$ cat src/rtl/spi_flash_arb.sv
// Two-requester round-robin arbiter in front of a single-byte flash reader.
// Ack arrives 3 + (WAIT cycles) cycles after the request is seen in IDLE; requesters hold valid until ack.
module spi_flash_arb #(
  parameter int ADDR_W  = 24,
  parameter int TIMEOUT = 1024
) (
  input  logic              clk,
  input  logic              rst,
  input  logic              req0_valid,
  input  logic [ADDR_W-1:0] req0_addr,
  output logic              req0_ack,
  output logic [7:0]        req0_data,
  output logic              req0_err,
  input  logic              req1_valid,
  input  logic [ADDR_W-1:0] req1_addr,
  output logic              req1_ack,
  output logic [7:0]        req1_data,
  output logic              req1_err,
  output logic              mem_valid,
  output logic [ADDR_W-1:0] mem_addr,
  input  logic [7:0]        mem_data,
  input  logic              mem_ready,
  output logic              busy,
  output logic              grant
);

  localparam int CNT_W = (TIMEOUT > 1) ? $clog2(TIMEOUT) : 1;
  localparam logic [CNT_W-1:0] CNT_LAST = CNT_W'(TIMEOUT - 1);

  localparam logic [1:0] S_IDLE  = 2'd0;
  localparam logic [1:0] S_ISSUE = 2'd1;
  localparam logic [1:0] S_WAIT  = 2'd2;
  localparam logic [1:0] S_DONE  = 2'd3;

  logic [1:0]        state_q, state_d;
  logic              grant_q, grant_d;
  logic              last_grant_q, last_grant_d;
  logic [CNT_W-1:0]  cnt_q, cnt_d;
  logic              mem_valid_q, mem_valid_d;
  logic [ADDR_W-1:0] mem_addr_q, mem_addr_d;
  logic              ack0_q, ack0_d, ack1_q, ack1_d;
  logic [7:0]        data0_q, data0_d, data1_q, data1_d;
  logic              err0_q, err0_d, err1_q, err1_d;
  logic              pick;
  logic              timed_out;
  logic [7:0]        rd_byte;

  always_comb begin
    state_d      = state_q;
    grant_d      = grant_q;
    last_grant_d = last_grant_q;
    cnt_d        = cnt_q;
    mem_valid_d  = 1'b0;
    mem_addr_d   = mem_addr_q;
    ack0_d       = 1'b0;
    ack1_d       = 1'b0;
    data0_d      = data0_q;
    data1_d      = data1_q;
    err0_d       = err0_q;
    err1_d       = err1_q;
    pick         = 1'b0;
    timed_out    = 1'b0;
    rd_byte      = 8'h00;

    case (state_q)
      S_IDLE: begin
        if (req0_valid || req1_valid) begin
          // On a tie, the requester that did not win last time goes first.
          pick        = (req0_valid && req1_valid) ? ~last_grant_q : req1_valid;
          grant_d     = pick;
          mem_addr_d  = pick ? req1_addr : req0_addr;
          mem_valid_d = 1'b1;
          state_d     = S_ISSUE;
        end
      end
      S_ISSUE: begin
        cnt_d   = '0;
        state_d = S_WAIT;
      end
      S_WAIT: begin
        // mem_ready wins over a timeout landing on the same cycle.
        if (mem_ready || (cnt_q == CNT_LAST)) begin
          timed_out = ~mem_ready;
          rd_byte   = mem_ready ? mem_data : 8'h00;
          state_d   = S_DONE;
          if (grant_q) begin
            ack1_d  = 1'b1;
            data1_d = rd_byte;
            err1_d  = timed_out;
          end else begin
            ack0_d  = 1'b1;
            data0_d = rd_byte;
            err0_d  = timed_out;
          end
        end else begin
          cnt_d = cnt_q + CNT_W'(1);
        end
      end
      S_DONE: begin
        last_grant_d = grant_q;
        state_d      = S_IDLE;
      end
      default: state_d = S_IDLE;
    endcase
  end

  always_ff @(posedge clk) begin
    if (rst) begin
      state_q      <= S_IDLE;
      grant_q      <= 1'b0;
      last_grant_q <= 1'b1;
      cnt_q        <= '0;
      mem_valid_q  <= 1'b0;
      mem_addr_q   <= '0;
      ack0_q       <= 1'b0;
      ack1_q       <= 1'b0;
      data0_q      <= 8'h00;
      data1_q      <= 8'h00;
      err0_q       <= 1'b0;
      err1_q       <= 1'b0;
    end else begin
      state_q      <= state_d;
      grant_q      <= grant_d;
      last_grant_q <= last_grant_d;
      cnt_q        <= cnt_d;
      mem_valid_q  <= mem_valid_d;
      mem_addr_q   <= mem_addr_d;
      ack0_q       <= ack0_d;
      ack1_q       <= ack1_d;
      data0_q      <= data0_d;
      data1_q      <= data1_d;
      err0_q       <= err0_d;
      err1_q       <= err1_d;
    end
  end

  assign req0_ack  = ack0_q;
  assign req1_ack  = ack1_q;
  assign req0_data = data0_q;
  assign req1_data = data1_q;
  assign req0_err  = err0_q;
  assign req1_err  = err1_q;
  assign mem_valid = mem_valid_q;
  assign mem_addr  = mem_addr_q;
  assign busy      = (state_q != S_IDLE);
  assign grant     = grant_q;

endmodule

$ cat config.mk
export PLATFORM = sky130hd
export DESIGN_NAME = spi_flash_arb
export DESIGN_NICKNAME = d
export VERILOG_FILES = /design/src/rtl/spi_flash_arb.sv
export SDC_FILE = /design/constraint.sdc
export NUM_CORES = 1
export LEC_CHECK = 0
export CAP_MARGIN = 25
export CORE_AREA = 2 2 82 84
export CTS_CLUSTER_DIAMETER = 40
export DETAILED_ROUTE_END_ITERATION = 6
export DIE_AREA = 0 0 84 86
export HOLD_SLACK_MARGIN = 0.08
export PLACE_DENSITY = 0.85
export SLEW_MARGIN = 20
export SYNTH_ARGS = -nofsm -noshare
export SYNTH_HDL_FRONTEND = slang
export SYNTH_SLANG_ARGS = --single-unit
export TNS_END_PERCENT = 50
$ cat constraint.sdc
create_clock -name clk -period 2.35 [get_ports clk]
set_input_delay 0.235 -clock clk [delete_from_list [all_inputs] [get_ports clk]]
set_output_delay 0.235 -clock clk [all_outputs]
set_load 0.005 [all_outputs]
Yosys cells after proc, flatten, opt, wreduce, memory -nomap -nowiden

Cells that the tools add are included.

Bits in registers: 59
Output and inout port bits: 47

Add/subtract/negate cells: 1
Equality and inequality tests: 7
Muxes and demuxes: 11
Bitwise operators: 6
Reductions and logical operators: 13

Operators with widths:

| cell                                                | count |
|---|---|
| two-way mux 24 bit                                  | 1 |
| case mux 10 bit (2 select lines)                    | 1 |
| adder 10 x 1 -> 10 bit, second input constant       | 1 |
| equality test 10 bit, second input constant         | 1 |
| two-way mux 10 bit                                  | 1 |
| two-way mux 8 bit                                   | 1 |
| case mux 2 bit (4 select lines)                     | 1 |
| != test 2 bit, second input constant                | 3 |
| inverter 1 bit                                      | 6 |
| AND reduction 2 bit                                 | 3 |
| AND reduction 3 bit                                 | 2 |
| equality test 2 bit, second input constant          | 2 |
| two-way mux 1 bit                                   | 4 |
| two-way mux 2 bit                                   | 2 |
| nonzero test 2 bit                                  | 2 |
| OR reduction 3 bit                                  | 1 |
| equality test 2 x 1 -> 1 bit, second input constant | 1 |
| zero test 2 bit                                     | 1 |
| logical OR 1 bit                                    | 2 |
| OR reduction 2 bit                                  | 1 |
| logical AND 1 bit                                   | 1 |

Logic depth before layout (Yosys ltp)

Gate-level depths: netlist (run 1).

Depth after elaboration: 4
Gate-level depth with buffers: 7
Mapped depth without buffers: 7

Least setup slack after synthesis (run 1)

OpenSTA, ideal clock, no wires.

Kind: register -> register
Start point: register state_q[0]
End point: register data0_q[0], in the netlist req0_data[0]
Library setup time: 0.128 ns
Arrival: 1.494 ns
Data required time: 2.222 ns
Setup slack: 0.728 ns
Cell stages (with the launch flop): 8
Path buffers: 0
Clock period less this slack: 1.622 ns
Path through: dfxtp_1 > inv_1 > ha_1 > inv_1 > nor2_2 > nand2_2 > a32oi_1 > nor2_1

Cells in the longest elaborated chain, start to end: 2

Ends and longest elaborated chain:

| element                              | RTL line | text |
|---|---|---|
| start: declaration                   | 35       | `logic [1:0] state_q, state_d;` |
| start signal: assignment             | 122      | `state_q <= state_d;` |
| equality test 2 bit                  | 65       | `case (state_q)` |
| AND reduction 3 bit (no source line) | -        |  |
| end signal: assignment               | 130      | `data0_q <= data0_d;` |
| end: declaration                     | 42       | `logic [7:0] data0_q, data0_d, data1_q, data1_d;` |

No other way between the ends.
A chain may end at the register's enable or synchronous reset.

Worst setup path in the final report (run 1)

Start point: register state_q[1]
End point: register cnt_q[5]

Cells in the longest elaborated chain, start to end: 3
Elaborated cells on any way between the ends: 6

Ends and longest elaborated chain:

| element                                                                     | RTL line | text |
|---|---|---|
| equality test 2 bit / equality test 2 x 1 -> 1 bit (equally long branches)  | 65       |  |
| != test 2 bit (no source line) / nonzero test 2 bit (equally long branches) | -        |  |
| AND reduction 2 bit (no source line)                                        | -        |  |
| end signal: assignment                                                      | 125      | `cnt_q <= cnt_d;` |
| end: declaration                                                            | 38       | `logic [CNT_W-1:0] cnt_q, cnt_d;` |

Several ways; a longest one is shown, not always the timed one.

==> results of run 1 <==
## kinds of logic after synthesis
group / after synthesis / share of synthesized area (%)
buffers and inverters: 28 / 4.983
adders and majority gates: 5 / 2.373
AOI/OAI and AO/OA: 73 / 22.07
muxes: 25 / 9.492
DFF: 59 / 44.80
and+or+nand+nor: 91 / 16.28
## power by group
part | switching, W | total [W] | internal, W
clock | 0.000428 | 0.00103 | 0.000605
sequential | 0.000112 | 0.00130 | 0.00119
combinational | 0.000648 | 0.00132 | 0.000667
## flip-flops by register name, indices dropped and copies added, names as in the netlist
register / cells
mem_addr: 24
cnt_q: 10
req0_data: 8
req1_data: 8
state_q: 2
grant: 1
last_grant_q: 1
mem_valid: 1
req0_ack: 1
req0_err: 1
req1_ack: 1
req1_err: 1
## through the flow
stage | hold WS (ns) | instances
3_3_place_gp | 0.4585 | 451
3_5_place_dp | 0.4651 | 451
5_1_grt | 0.4311 | 467
2_1_floorplan | 0.4084 | 281
6_report | 0.4111 | 467
4_1_cts | 0.4004 | 467
## layout make-up
class                   instances  area, um^2
repair buffers                112        1104
clock buffers                   9       123.9
inverters                       9       33.78
fillers                       519        2295
multi-input cells             194        1343
well taps                      77       96.34
flip-flops and latches         59        1181
clock inverters                 7       101.3
## critical path, delay by kind of cell (launching register included)
kind / cells / cell delay, ns
fa+ha+maj: 1 / 0.50
buf+inv: 1 / 0.09
compound gates: 1 / 0.22
simple gates: 3 / 0.71
flops: 1 / 0.38
## layout by cell type (no fill, tap or decap), drive strengths merged, types with 2 or more instances in the layout
| cell type | netlist | routed |
|---|---|---|
| a31oi | 4 | 4 |
| inv | 9 | 10 |
| clkinv | 0 | 3 |
| dfxtp | 59 | 59 |
| and2 | 2 | 2 |
| nand4 | 5 | 5 |
| mux2i | 25 | 25 |
| o21ai | 8 | 8 |
| bufinv | 0 | 2 |
| nor2 | 53 | 53 |
| nand2 | 11 | 11 |
| nand3 | 5 | 5 |
| a21oi | 6 | 6 |
| buf | 8 | 6 |
| nor3 | 6 | 6 |
| a211oi | 25 | 25 |
| a32oi | 16 | 16 |
| ha | 5 | 5 |
| o211ai | 2 | 2 |
| clkbuf | 11 | 9 |
| o31ai | 4 | 4 |
| and3 | 2 | 2 |
| a221oi | 2 | 2 |
| clkdlybuf4s50 | 0 | 106 |
## metal layers
layer	share of wire [%]	track usage, %	vias to the layer above
li1	-	-	1245
met1	39	22.02	1173
met2	49	35.78	135
met3	10	8.951	9
met4	1.3	8.944	0
met5	0	0	-
## final timing paths
check	to	slack (ns)	depth (start not counted)
setup reg to reg	cnt_q[5]	0.37	6
setup / recovery	cnt_q[5]	0.37	6
hold / removal	req0_data[7]	0.41	2
hold reg to reg	req1_err	0.47	2
==> results.ini, run 1 <==
[run_status]
outcome = finished clean

[min_path]
hp-class = primary input to register
min-delay-start = rst

[floorplan]
die_w_um = 84
die_h_um = 86
io_pins = 108
core.rowCount = 29
core_um2 = 6277
start_util_pct = 42.00
die_area_um2 = 7224

[cts]
clk_latency_ns = 0.34
cts_resized = 0
numCtsBuffers = 9
clock_sinks = 59
postCtsSetupBuffers = 0
cts_hold_buffers = 0
clk_pin_slew_ns = 0.08
htreeDepth = 3
cts-root-buf = clkbuf_8
clockBufferDepth = 2
cts_tree = yes

[setup_path]
crit_path_start_kind = register
cp_common_cell = nand2_1
worst_setup_path_end_kind = register
crit_start = state_q[1]
r2r-start = state_q[1]
crit_chain = inv_1, ha_1, nand2_1, nor3_1, nand2_1, o31ai_1
cp_max_fo = 10
path_class = register to register
cp.required_ns = 2.59
cp_slowest_stage_delay_ns = 0.50
arrival_ns = 2.23
crit_slowest_cell = ha_1

[grt]
grt_use_total_pct = 20.65
grt_overflow = 0
grt_pass1_wl_um = 11810
antenna_found_initial = 0
grt_max_degree = 49
first_global_vias = 2610

[sta]
setup_tns_ns = 0
slew_viol_final = 0
rsz0062_at_grt = no
fin_crit_sh_pct = 84.42
max_freq_ghz = 0.5041
layout_setup_ws_ns = 0.3661
min_period_ns = 1.984
setup_viol = 0
hold_viol = 0
skew_ns = 0.01025
max-slew-margin-rel_pct = 55.42
worst_pin_slew_ns = 0.6687

[yosys]
synthesis.area_um2 = 2636
synth_top_area_cell = dfxtp_1
netlist.area_leader.share_pct = 44.80
synthArstFlopShare_pct = 0
synth.net_count = 347
synthesis.instances = 281
yosysWarnings = 0
synth_area_leaders = dfxtp_1, mux2i_1, nor2_1, a211oi_1, a32oi_1
synth_edf_count = 0
synthFlopType = dfxtp_1
avgSynthCellArea_um2 = 9.382
netlist_top_cells_count = dfxtp_1, nor2_1, a211oi_1, mux2i_1, a32oi_1
synth.ff_latch_count = 59
yosysMostFrequentCell = dfxtp_1
synth_cell_type_count = 45
ys_seq_area_share_pct = 44.80

[placed_design]
post_dp_cell_area_um2 = 3757
place_ws_ns = 0.4544
gp_congestion = 0.8439
io_buffer_count = 107
hpwl_um = 5232

[power_and_ir_drop]
total_power_w = 0.003654
power.leakage_nw = 1.462
powerDensity_nw_per_um2 = 917.4
ir_worst_vdd_v = 0.0005741

[finish]
final_util_pct = 63.44
drive_gt1_share_pct = 8.974
n_antenna_cell = 0
syn2layout_area_growth_pct = 51.07
fin_nets = 451
final_area_um2 = 3983

[route]
wl_um = 7149
vias = 2562
avgViaCountPerCell = 5.486
ant_nets = 0
drt_iter0_drc = 154
drt_pass1_iterations = 5
drc = 0
post_drt_wl_per_cell_um = 15.31

[run]
cap_viol_max_count = 0

No activity file was read; power rests on OpenSTA's default activity.
==> run 2, diff against run 1 <==
==> constraint.sdc (replaced) <==
create_clock -name clk -period 1.9 [get_ports clk]
set_input_delay 0.19 -clock clk [delete_from_list [all_inputs] [get_ports clk]]
set_output_delay 0.19 -clock clk [all_outputs]
set_load 0.005 [all_outputs]
==> run 2 against run 1 <==
Clock power shrank 6%. Die area is the same. Critical path type unchanged. Register-to-register slack lost 0.29 ns. First-iteration DRC count shrank 3.9%. Utilization is essentially flat. Combinational power grew 27%. Global-route usage shrank 0.55 points. Sequential power grew 25%.
==> results.ini, run 2 (synthesized netlist as in run 1, its figures left out) <==
[grt]
grt_use_total_pct = 20.11  ; was 20.65%
grt_pass1_wl_um = 11660  ; was 11,810 um
gr-max-usage-layer = met2  ; unchanged
groute.layer.met2.usage_pct = 33.09  ; was 35.78%
antenna_found_initial = 0  ; unchanged
grtUsageMet3_pct = 9.721  ; was 8.951%
first_global_vias = 2602  ; was 2,610
use_met1_pct = 21.61  ; was 22.02%
grt_max_degree = 41  ; was 49
grt_overflow = 0  ; unchanged

[finish]
final_area_um2 = 3981  ; was 3983 um^2
fin_nets = 455  ; was 451
final_common_cell = clkdlybuf4s50_1  ; unchanged
final_cell_mix = clkdlybuf4s50_1, dfxtp_1, nor2_1  ; unchanged
nFillCells = 506  ; was 519
final_util_pct = 63.42  ; was 63.44%
syn2layout_area_growth_pct = 51.02  ; was 51.07%
n_antenna_cell = 0  ; unchanged
drive_gt1_share_pct = 9.924  ; was 8.974%
largest_reg_flops = 24  ; unchanged

[setup_path]
cp.required_ns = 2.09  ; was 2.59 ns
crit_path_start_kind = register  ; unchanged
path_class = register to register  ; unchanged
worst_setup_path_end_kind = register  ; unchanged
cp_slowest_stage_delay_ns = 0.40  ; was 0.50 ns
cp_max_fo = 9  ; was 10
crit_slowest_cell = dfxtp_1  ; was ha_1
crit_chain = ha_1, nand4_4, o31ai_4, nand2_2, a32oi_1, nor2_1  ; was inv_1, ha_1, nand2_1, nor3_1, nand2_1, o31ai_1
arrival_ns = 2.01  ; was 2.23 ns
r2r_slack_ns = 0.08  ; was 0.37 ns

[route]
drt_iter0_drc = 148  ; was 154
vias = 2540  ; was 2,562
wl_um = 6874  ; was 7149 um
avgViaCountPerCell = 5.404  ; was 5.486
drc = 0  ; unchanged
drt_pass1_iterations = 4  ; was 5
ant_nets = 0  ; unchanged
post_drt_wl_per_cell_um = 14.63  ; was 15.31 um

[min_path]
hp-class = primary input to register  ; unchanged

[cts]
clock_sinks = 59  ; unchanged
clk_latency_ns = 0.33  ; was 0.34 ns
cts_tree = yes  ; unchanged
postCtsSetupBuffers = 0  ; unchanged
htreeDepth = 3  ; unchanged
cts_hold_buffers = 0  ; unchanged
cts-root-buf = clkbuf_8  ; unchanged
clockBufferDepth = 2  ; unchanged
numCtsBuffers = 9  ; unchanged
clk_pin_slew_ns = 0.07  ; was 0.08 ns

[sta]
setup_viol = 0  ; unchanged
hold_viol = 0  ; unchanged
min_period_ns = 1.821  ; was 1.984 ns
worst_pin_slew_ns = 0.4617  ; was 0.6687 ns
max_freq_ghz = 0.5492  ; was 0.5041 GHz
skew_ns = 0.006165  ; was 0.01025 ns
slew_viol_final = 0  ; unchanged
fin_crit_sh_pct = 95.84  ; was 84.42%
setup_tns_ns = 0  ; unchanged
max-slew-margin-rel_pct = 68.98  ; was 55.42%
holdWs_ns = 0.2956  ; was 0.4111 ns
rsz0062_at_grt = no  ; unchanged

[placed_design]
post_dp_cell_area_um2 = 3812  ; was 3757 um^2
gp_congestion = 0.9473  ; was 0.8439
io_buffer_count = 107  ; unchanged
hpwl_um = 5156  ; was 5232 um

[power_and_ir_drop]
power.leakage_nw = 1.463  ; was 1.462 nW
powerDensity_nw_per_um2 = 1068  ; was 917.4 nW/um^2
total_power_w = 0.004254  ; was 0.003654 W
ir_worst_vdd_v = 0.0008524  ; was 0.0005741 V

[floorplan]
die_h_um = 86  ; unchanged
core_um2 = 6277  ; unchanged
die_area_um2 = 7224  ; unchanged
start_util_pct = 42.00  ; unchanged
die_w_um = 84  ; unchanged
io_pins = 108  ; unchanged
core.rowCount = 29  ; unchanged

[run]
cap_viol_max_count = 0  ; unchanged

[run_status]
outcome = finished clean  ; unchanged

## run 2: changes by cell type in the layout (fill, tap and decap cells not counted), moves of 2 or more
cell	previous run	this run
buf_4	5	7
clkinv_2	1	3
bufinv_16	2	0
clkinv_4	2	0
buf_12	0	2
## run 2: power breakdown
group / internal, W / leakage [nW] / switching, W / total (W)
combinational: 0.000871 / 0.896 / 0.000795 / 0.00167
clock: 0.000493 / 0.0839 / 0.000475 / 0.000968
sequential: 0.00148 / 0.483 / 0.000143 / 0.00162
## run 2: metrics by stage
stage,setup slack [ns],std cells
finish,0.07901,470
global route,0.008712,470
CTS,0.06447,470
detailed placement,0.07426,455
global placement,0.1905,455
floorplan,0.2782,281
## run 2: layout make-up
cell class,instances,area [um^2],share of cell area (%)
multi-input cells,194,1345,33.78
flip-flops and latches,59,1181,29.67
repair buffers,116,1157,29.07
clock buffers,10,137.6,3.457
well taps,77,96.34,2.420
inverters,9,33.78,0.8485
clock inverters,5,30.03,0.7542
## run 2: metal layers
metal / vias up / wire, um
met3: 13 / 829
li1: 1252 / -
met2: 140 / 3246
met4: 0 / 131
met1: 1135 / 2666
met5: - / 0
## run 2: worst paths after layout
kind              startpoint  cells after the start            to
setup / recovery    cnt_q[0]                      6  req0_data[1]
setup reg to reg    cnt_q[0]                      6  req0_data[1]
hold reg to reg     req1_err                      2      req1_err
hold / removal           rst                      2  req0_data[7]
## run 2: repair_timing
item / 4_1_cts / 5_1_grt
pin swaps: 0 / 1
gates resized for setup: 1 / 1
hold endpoints to repair: 0 / 0
setup endpoints to repair: 1 / 8
## run 2: critical path: cells and delay by family (launching register included)
| family | cells | cell delay (ns) |
|---|---|---|
| AOI/OAI and AO/OA | 2 | 0.58 |
| adders and majority gates | 1 | 0.26 |
| DFF | 1 | 0.40 |
| and+or+nand+nor | 3 | 0.44 |
==> run 3, diff against run 2 <==
--- a/config.mk
+++ b/config.mk
@@ -5,13 +5,13 @@
 export SDC_FILE = /design/constraint.sdc
 export NUM_CORES = 1
 export LEC_CHECK = 0
-export CAP_MARGIN = 25
+export CAP_MARGIN = 20
 export CORE_AREA = 2 2 82 84
 export CTS_CLUSTER_DIAMETER = 40
 export DETAILED_ROUTE_END_ITERATION = 6
 export DIE_AREA = 0 0 84 86
 export HOLD_SLACK_MARGIN = 0.08
-export PLACE_DENSITY = 0.85
+export PLACE_DENSITY = 0.78
 export SLEW_MARGIN = 20
 export SYNTH_ARGS = -nofsm -noshare
 export SYNTH_HDL_FRONTEND = slang
==> run 3 against run 2 <==
Via count increased by 0.83%. Highest routed layer unchanged. Largest power group unchanged. Clock-buffer cell count stayed put. Design area rose by 2.0%. Maximum frequency rose by 0.97%. Cell count up 0.21%. Utilization up 1.3 points. Clock skew up 0.0018 ns. Wire length grew 3.9%. Die area unchanged. Critical path depth unchanged. First-iteration DRC count rose by 20%.
==> results.ini, run 3 (synthesized netlist as in run 1, its figures left out) <==
[power_and_ir_drop]
powerDensity_nw_per_um2 = 1162  ; was 1068 nW/um^2
ir_worst_vdd_v = 0.0007047  ; was 0.0008524 V
power.leakage_nw = 1.507  ; was 1.463 nW

[placed_design]
io_buffer_count = 107  ; unchanged
gp_congestion = 0.8230  ; was 0.9473
place_ws_ns = 0.04683  ; was 0.07426 ns
hpwl_um = 5175  ; was 5156 um

[route]
drt_pass1_iterations = 4  ; unchanged
vias = 2561  ; was 2,540
post_drt_wl_per_cell_um = 15.16  ; was 14.63 um
drt_iter0_drc = 177  ; was 148
drc = 0  ; unchanged
avgViaCountPerCell = 5.437  ; was 5.404
ant_nets = 0  ; unchanged
wl_um = 7139  ; was 6874 um

[setup_path]
critical_path_buf_inv_count = 0  ; unchanged
crit_chain = ha_1, nand4_4, o31ai_4, nand2_2, a32oi_1, nor2_1  ; unchanged
cp.required_ns = 2.12  ; was 2.09 ns
cp_max_fo = 9  ; unchanged
cp_slowest_stage_delay_ns = 0.39  ; was 0.40 ns
worst_setup_path_end_kind = register  ; unchanged
arrival_ns = 2.02  ; was 2.01 ns
crit_path_start_kind = register  ; unchanged
path_delay_family = compound AO/OA/AOI/OAI gates  ; unchanged
path_class = register to register  ; unchanged
crit_slowest_cell = dfxtp_1  ; unchanged

[finish]
nFillCells = 509  ; was 506
seq_area_um2 = 1181  ; unchanged
fin_nets = 455  ; unchanged
final_cell_mix = clkdlybuf4s50_1, dfxtp_1, nor2_1  ; unchanged
multi_input_area_um2 = 1343  ; was 1345 um^2
drive_gt1_share_pct = 9.898  ; was 9.924%
largest_reg_flops = 24  ; unchanged
syn2layout_area_growth_pct = 54.06  ; was 51.02%
final_common_cell = clkdlybuf4s50_1  ; unchanged
n_antenna_cell = 0  ; unchanged

[cts]
numCtsBuffers = 9  ; unchanged
postCtsSetupBuffers = 0  ; unchanged
cts-root-buf = clkbuf_8  ; unchanged
htreeDepth = 3  ; unchanged
clk_pin_slew_ns = 0.07  ; about the same
cts_hold_buffers = 0  ; unchanged
clk_latency_ns = 0.34  ; was 0.33 ns
clock_sinks = 59  ; unchanged
clockBufferDepth = 2  ; unchanged
cts_tree = yes  ; unchanged

[run]
cap_viol_max_count = 0  ; unchanged

[sta]
setup_viol = 0  ; unchanged
hold_viol = 0  ; unchanged
max_freq_ghz = 0.5545  ; was 0.5492 GHz
fin_crit_sh_pct = 94.92  ; was 95.84%
slew_viol_final = 0  ; unchanged
layout_setup_ws_ns = 0.09651  ; was 0.07901 ns
min_period_ns = 1.803  ; was 1.821 ns
skew_ns = 0.008003  ; was 0.006165 ns
rsz0062_at_grt = no  ; unchanged
max-slew-margin-rel_pct = 68.55  ; was 68.98%
worst_pin_slew_ns = 0.4681  ; was 0.4617 ns
setup_tns_ns = 0  ; unchanged

[floorplan]
die_h_um = 86  ; unchanged
start_util_pct = 42.00  ; unchanged
die_w_um = 84  ; unchanged
core_um2 = 6277  ; unchanged
die_area_um2 = 7224  ; unchanged
core.rowCount = 29  ; unchanged
io_pins = 108  ; unchanged

[grt]
grt_max_degree = 47  ; was 41
grt_overflow = 0  ; unchanged
first_global_vias = 2501  ; was 2,602
grt_use_total_pct = 20.54  ; was 20.11%
grt_pass1_wl_um = 11670  ; was 11,660 um
antenna_found_initial = 0  ; unchanged

[min_path]
hp-class = primary input to register  ; unchanged

[run_status]
outcome = finished clean  ; unchanged

run 3: changes by cell type in the layout (fill, tap and decap cells not counted):
cell,delta
bufinv_16,+3
clkinv_2,-2
clkinv_4,+2
clkinvlp_4,-2
ha_1,+1
ha_2,-1
run 3: layout make-up:
type | count | area share (%)
multi-input combinational | 194 | 33.06
clock inverter | 6 | 2.773
timing repair buffer | 116 | 28.50
tap | 77 | 2.372
inverter | 9 | 0.8318
sequential | 59 | 29.08
clock buffer | 10 | 3.389
run 3: what timing repair did:
action,4_1_cts,5_1_grt
endpoints found under the setup margin,1,15
pin swaps,0,1
resized for setup,1,0
run 3: metrics by stage:
step / cells / hold WS (ns) / util [%] / cell area [um^2] / total power, W
6_report: 471 / 0.2422 / 64.70 / 4061 / 0.004721
2_1_floorplan: 281 / 0.3634 / - / 2636 / 0.002489
3_3_place_gp: 455 / 0.4588 / 60.73 / 3812 / 0.003284
5_1_grt: 471 / 0.2644 / 64.70 / 4061 / 0.005031
3_5_place_dp: 455 / 0.4664 / 60.73 / 3812 / 0.003332
4_1_cts: 471 / 0.2267 / 64.70 / 4061 / 0.004768
run 3: path summary, 6_finish.rpt:
kind	start	endpoint	slack (ns)	cells after the start
max	cnt_q[0]	req1_data[6]	0.1	6
min	rst	cnt_q[6]	0.24	2
max reg2reg	cnt_q[0]	req1_data[6]	0.1	6
min reg2reg	req1_err	req1_err	0.48	2
run 3: worst reg2reg max path, delay by kind of cell, from the launching register on:
kind	cells	cell delay, ns
AOI/OAI and AO/OA	2	0.57
adders and majority gates	1	0.26
DFF	1	0.39
and+or+nand+nor	3	0.46
run 3: power by group:
| group | total, W | switching [W] | internal (W) |
|---|---|---|---|
| clock | 0.00142 | 0.000514 | 0.000909 |
| sequential | 0.00162 | 0.000141 | 0.00148 |
| combinational | 0.00168 | 0.000813 | 0.000869 |
| total | 0.00472 | 0.00147 | 0.00325 |
run 3: layer usage:
metal	global-route usage, %	vias to the layer above	part of all wire (%)
li1	-	1257	-
met1	22.58	1193	41
met2	33.89	104	48
met3	8.662	7	9.5
met4	11.00	0	1.5
met5	0	-	0
